`src/rtl/dffram_bus_port.sv`:
```
// Valid/ready bus port onto a single-port DFFRAM: byte/half/word lanes, misalignment errors, 1/2/3-edge response (error/write/read).
// One request in flight, so req_ready is low until the response is consumed; DFFRAM_BUS_PORT_SIGNEXT_EN enables signed sub-word reads.
module dffram_bus_port #(
  parameter int AW = 10
) (
  input  logic          CLK,
  input  logic          RST,
  input  logic          req_valid,
  output logic          req_ready,
  input  logic          req_we,
  input  logic [1:0]    req_size,
  input  logic [AW-1:0] req_addr,
  input  logic [31:0]   req_wdata,
  input  logic          req_signed,
  output logic          rsp_valid,
  input  logic          rsp_ready,
  output logic [31:0]   rsp_rdata,
  output logic          rsp_err,
  output logic          ram_en,
  output logic [3:0]    ram_we,
  output logic [AW-3:0] ram_a,
  output logic [31:0]   ram_di,
  input  logic [31:0]   ram_do
);

  typedef enum logic [1:0] {IDLE, ACCESS, READ, RESP} state_t;

  typedef struct packed {
    logic [1:0] size;
    logic [1:0] off;
    logic       we;
    logic       sgn;
  } req_t;

  state_t      state;
  req_t        held;
  logic        accept;
  logic        misaligned;
  logic [3:0]  lane_mask;
  logic [31:0] wdata_sh;
  logic [7:0]  rd_byte;
  logic [15:0] rd_half;
  logic [31:0] rd_ext;
  logic        sign_ext;

  assign req_ready = (state == IDLE) && !RST;
  assign accept    = req_valid && req_ready;

  always_comb begin
    misaligned = 1'b0;
    lane_mask  = 4'b0000;
    wdata_sh   = req_wdata;
    case (req_size)
      2'b00: begin
        lane_mask = 4'b0001 << req_addr[1:0];
        wdata_sh  = req_wdata << {req_addr[1:0], 3'b000};
      end
      2'b01: begin
        misaligned = req_addr[0];
        lane_mask  = req_addr[1] ? 4'b1100 : 4'b0011;
        wdata_sh   = req_wdata << {req_addr[1], 4'b0000};
      end
      2'b10: begin
        misaligned = |req_addr[1:0];
        lane_mask  = 4'b1111;
      end
      default: misaligned = 1'b1;
    endcase
  end

`ifdef DFFRAM_BUS_PORT_SIGNEXT_EN
  assign sign_ext = held.sgn;
`else
  logic unused_sgn;
  assign unused_sgn = held.sgn;
  assign sign_ext   = 1'b0;
`endif

  // Lane selection uses the offset captured at acceptance, not the live address.
  assign rd_byte = ram_do[{held.off, 3'b000} +: 8];
  assign rd_half = held.off[1] ? ram_do[31:16] : ram_do[15:0];

  always_comb begin
    rd_ext = ram_do;
    case (held.size)
      2'b00:   rd_ext = {{24{sign_ext & rd_byte[7]}}, rd_byte};
      2'b01:   rd_ext = {{16{sign_ext & rd_half[15]}}, rd_half};
      default: rd_ext = ram_do;
    endcase
  end

  always_ff @(posedge CLK) begin
    if (RST) begin
      state     <= IDLE;
      held      <= '0;
      ram_en    <= 1'b0;
      ram_we    <= 4'b0000;
      ram_a     <= '0;
      ram_di    <= 32'h0;
      rsp_valid <= 1'b0;
      rsp_rdata <= 32'h0;
      rsp_err   <= 1'b0;
    end else begin
      case (state)
        IDLE: begin
          if (accept) begin
            held <= '{size: req_size, off: req_addr[1:0], we: req_we, sgn: req_signed};
            if (misaligned) begin
              state     <= RESP;
              rsp_valid <= 1'b1;
              rsp_err   <= 1'b1;
              rsp_rdata <= 32'h0;
            end else begin
              state  <= ACCESS;
              ram_en <= 1'b1;
              ram_a  <= req_addr[AW-1:2];
              ram_we <= req_we ? lane_mask : 4'b0000;
              if (req_we) ram_di <= wdata_sh;
            end
          end
        end
        ACCESS: begin
          ram_en <= 1'b0;
          ram_we <= 4'b0000;
          if (held.we) begin
            state     <= RESP;
            rsp_valid <= 1'b1;
            rsp_rdata <= 32'h0;
            rsp_err   <= 1'b0;
          end else begin
            state <= READ;
          end
        end
        READ: begin
          state     <= RESP;
          rsp_valid <= 1'b1;
          rsp_rdata <= rd_ext;
          rsp_err   <= 1'b0;
        end
        RESP: begin
          if (rsp_ready) begin
            rsp_valid <= 1'b0;
            state     <= IDLE;
          end
        end
        default: state <= IDLE;
      endcase
    end
  end

endmodule
```
`config.mk`:
```
export PLATFORM = sky130hd
export DESIGN_NAME = dffram_bus_port
export DESIGN_NICKNAME = d
export VERILOG_FILES = /design/src/rtl/dffram_bus_port.sv
export SDC_FILE = /design/constraint.sdc
export NUM_CORES = 1
export LEC_CHECK = 0
export CORE_UTILIZATION = 35
export DETAILED_ROUTE_END_ITERATION = 6
export SLEW_MARGIN = 20
export SYNTH_ARGS = -nofsm -noshare
export SYNTH_HDL_FRONTEND = slang
export SYNTH_SLANG_ARGS = --single-unit
```
`constraint.sdc`:
```
create_clock -name CLK -period 6.56 [get_ports CLK]
set_clock_uncertainty 0.2 [all_clocks]
set_input_delay 1.312 -clock CLK [delete_from_list [all_inputs] [get_ports CLK]]
set_output_delay 1.312 -clock CLK [all_outputs]
set_load 0.005 [all_outputs]
```
==> flow_metrics.env <==
export IMPL_run_status="complete, no violations"
export IMPL_worst_r2r_setup_slack_ns=3.46
export IMPL_worstPathRequired_ns=5.05
export IMPL_row_count=41
export IMPL_crit_slowest_cell="clkdlybuf4s50_1"
export IMPL_detailedRoute_firstPassIterationCount=5
export IMPL_cts_root_buffer_cell="clkbuf_16"
export IMPL_ant_nets=0
export IMPL_max_slew_worst_pin_slew_ns=1.02
export IMPL_critPathArrivalTime_ns=3.02
export IMPL_achievable_frequency_ghz=0.220
export IMPL_multi_input_comb_area_mm2=0.00257
export IMPL_synthArstFlopShare_pct=0
export IMPL_initial_core_utilization_pct=36.2
export IMPL_leakage_uw=0.00239
export IMPL_cp_slowest_stage_delay_ns=0.71
export IMPL_fin_crit_sh_pct=69.1
export IMPL_worst_hold_path_type="reg -> reg"
export IMPL_layout_common_cells="160 x clkdlybuf4s50_1, 86 x dfxtp_1, 62 x nand2_1"
export IMPL_synth_seq_cells=86
export IMPL_slew_headroom_pct=31.9
export IMPL_reg2regPathDepth=6
export IMPL_drt_initial_drc_count=336
export IMPL_endpoint="req_ready"
export IMPL_dpl_hpwl_um=10900
export IMPL_post_synth_inst_count=564
export IMPL_routed_via_count=4693
export IMPL_worstSetupStartpoint="RST"
export IMPL_final_layout_size_suffix_gt1_share_pct=4.92
export IMPL_grt_antenna_before_repair=0
export IMPL_num_nets_final=774
export IMPL_hold_path_cell_count=2
export IMPL_post_cts_setup_buffer_count=0
export IMPL_pre_cts_ws_ns=1.99
export IMPL_gr_usage_all_layers_pct=22.8
export IMPL_seqCellArea_mm2=0.00172
export IMPL_gp_routability_congestion=0.852
export IMPL_synth_yosys_warnings=0
export IMPL_reg2reg_from="state[0]"
export IMPL_crit_path_end_kind="output port"
export IMPL_worst_setup_path_type="in -> out"
export IMPL_wire_length_per_cell_after_detailed_routing_um=17.5
export IMPL_design_core_area_mm2=0.0127
export IMPL_totalPowerFinal_uw=1660
export IMPL_final_critical_path_setup_slack_ns=2.02
export IMPL_fin_tns_setup_ns=0
export IMPL_buffers_from_clock_root_to_sink_at_most=2
export IMPL_netlist_area_pre_place_mm2=0.00458
export IMPL_path_common_cell="clkdlybuf4s50_1"
export IMPL_critical_path_depth=4
export IMPL_cts_tree="done"
export IMPL_rsz0062_at_grt="no"
export IMPL_post_cts_resize_count=0
export IMPL_cts_htree_levels=3
export IMPL_synth_avg_cell_area_um2=8.12
export IMPL_global_route_overflow_total=0
export IMPL_fillCellCount=1236
export IMPL_ctsHoldBuffers=0
export IMPL_number_of_hold_violations_in_the_final_report=0
export IMPL_sequential_cell_area_fraction_in_the_yosys_report_pct=37.6
export IMPL_mappedNetlistNets=652
export IMPL_die_width_um=116
export IMPL_die_height_um=116
export IMPL_critical_path_cell_chain="clkdlybuf4s50_1 -> buf_4 -> nor2b_1 -> clkdlybuf4s50_1"
export IMPL_holdWs_ns=0.252
export IMPL_leading_cell_type_in_the_layout_fill_and_taps_excluded="clkdlybuf4s50_1"
export IMPL_placed_area_mm2=0.00619
export IMPL_critical_path_peak_fanout=17
export IMPL_r2r_end="ram_di[19]"
export IMPL_pwr_density_cell_mw_per_mm2=256
export IMPL_vdd_ir_drop_worst_uv=150
export IMPL_report_final_slew_viol_count=0
export IMPL_buffer_ports_inserted=160
export IMPL_die_area_mm2=0.0136
export IMPL_routed_wirelength_um=15100
export IMPL_netlist_cell_type_count=52
export IMPL_layout_area_overhead_vs_synth_pct=41.8
export IMPL_cp_buffers_inverters=3
export IMPL_timing_max_cap_violations=0
export IMPL_synth_edff_count=0
export IMPL_detail_route_vias_per_cell=5.44
export IMPL_cts_inserted_buffers=9
export IMPL_clk_latency_ns=0.35
export IMPL_insertedDiodeCount=0
export IMPL_clk_transition_reported_paths_ns=0.06
export IMPL_tritoncts_num_sinks=86
export IMPL_postSynth_topFlopCell="dfxtp_1"
export IMPL_grt_start_max_net_pins=42
export IMPL_io_pins=162
export IMPL_drc=0
export IMPL_setup_violations_final=0
export IMPL_final_min_clock_period_ns=4.54
export IMPL_grt_first_pass_wirelength_um=23700
export IMPL_critical_path_top_delay_family="buffers and inverters"
export IMPL_vias_in_the_first_global_route=4531
export IMPL_worstSetupStartpointType="primary input"
export IMPL_final_cell_area_mm2=0.00649
==> cells in the mapped netlist (2+ instances only) <==
library cell  instances  area share, %
a221oi_1             11            2.1
o2bb2ai_1             4           0.76
nand3_1              20            2.2
a21o_1               11            1.8
nand2b_1              6           0.82
and3_1                2           0.27
inv_1                13            1.1
buf_1                 7           0.57
clkbuf_1             28            2.3
buf_6                 3           0.74
dfxtp_1              86             38
nand2_1              62            5.1
o21ai_0              58            6.3
and3b_1               7            1.3
o221a_2               4           0.98
nor2b_1              23            3.1
and2_1                9            1.2
nand4_1              24            3.3
a32o_1                9            2.0
ha_1                  6            1.6
mux2i_1              16            3.5
a21oi_1              42            4.6
nor3_1                9           0.98
or2_2                 3           0.41
a22oi_1               6           0.98
a211oi_1             10            1.6
or4_1                 7            1.1
nor2_1               22            1.8
a221o_1               6            1.3
o221a_1               2           0.49
o21a_1                7            1.1
buf_2                14            1.5
o221ai_1              8            1.5
==> worst min-delay path by stage <==
| stage | to | start |
|---|---|---|
| floorplan | held[2] | held[2] |
| global placement | ram_di[3] | ram_di[3] |
| detailed placement | ram_di[7] | ram_di[7] |
| CTS | ram_di[5] | ram_di[5] |
| global route | ram_di[5] | ram_di[5] |
| finish | rsp_rdata[11] | rsp_rdata[11] |
==> worst register-to-register path: stages, from the launching register on <==
cell	delay (ns)
dfxtp_1	0.34
inv_1	0.16
ha_1	0.47
nand4b_1	0.47
a21o_1	0.67
a221o_1	0.45
o221a_2	0.23
==> per-layer routing <==
metal / wire (µm) / track usage [%]
met5: 0 / 0
met4: 410 / 10.0
met3: 924 / 5.24
met2: 6880 / 34.6
met1: 6900 / 30.7
==> registers in the layout, indices dropped and copies added, names as in the netlist <==
name,flops
ram_we,4
ram_a,8
state,2
rsp_valid,1
ram_en,1
rsp_err,1
ram_di,32
held,5
rsp_rdata,32
==> cell type report <==
| cell class | count | area share [%] |
|---|---|---|
| flip-flops and latches | 86 | 26.5 |
| repair buffers | 165 | 25.2 |
| clock buffers | 10 | 3.53 |
| well taps | 172 | 3.31 |
| clock inverters | 6 | 1.08 |
| inverters | 13 | 0.751 |
| multi-input cells | 411 | 39.6 |
==> kinds of logic after synthesis <==
logic type,Yosys count,share of synthesized area [%]
muxes,17,3.74
DFF,86,37.6
buffers and inverters,67,6.47
adders and majority gates,6,1.64
and+or+nand+nor,201,23.1
AOI/OAI and AO/OA,187,27.4
==> per-stage QoR <==
stage	std cells	utilization, %
after floorplan	564	-
after global placement	847	48.8
after detailed placement	847	48.8
after CTS	863	51.2
after global routing	863	51.3
final	863	51.3
==> report_power, final <==
part | switching (µW) | internal (µW) | leakage, µW
logic | 319 | 222 | 0.00156
clock network | 222 | 297 | 0.000135
registers | 37.8 | 563 | 0.000696
total | 579 | 1080 | 0.00239
(Power assumes the default switching activity.)
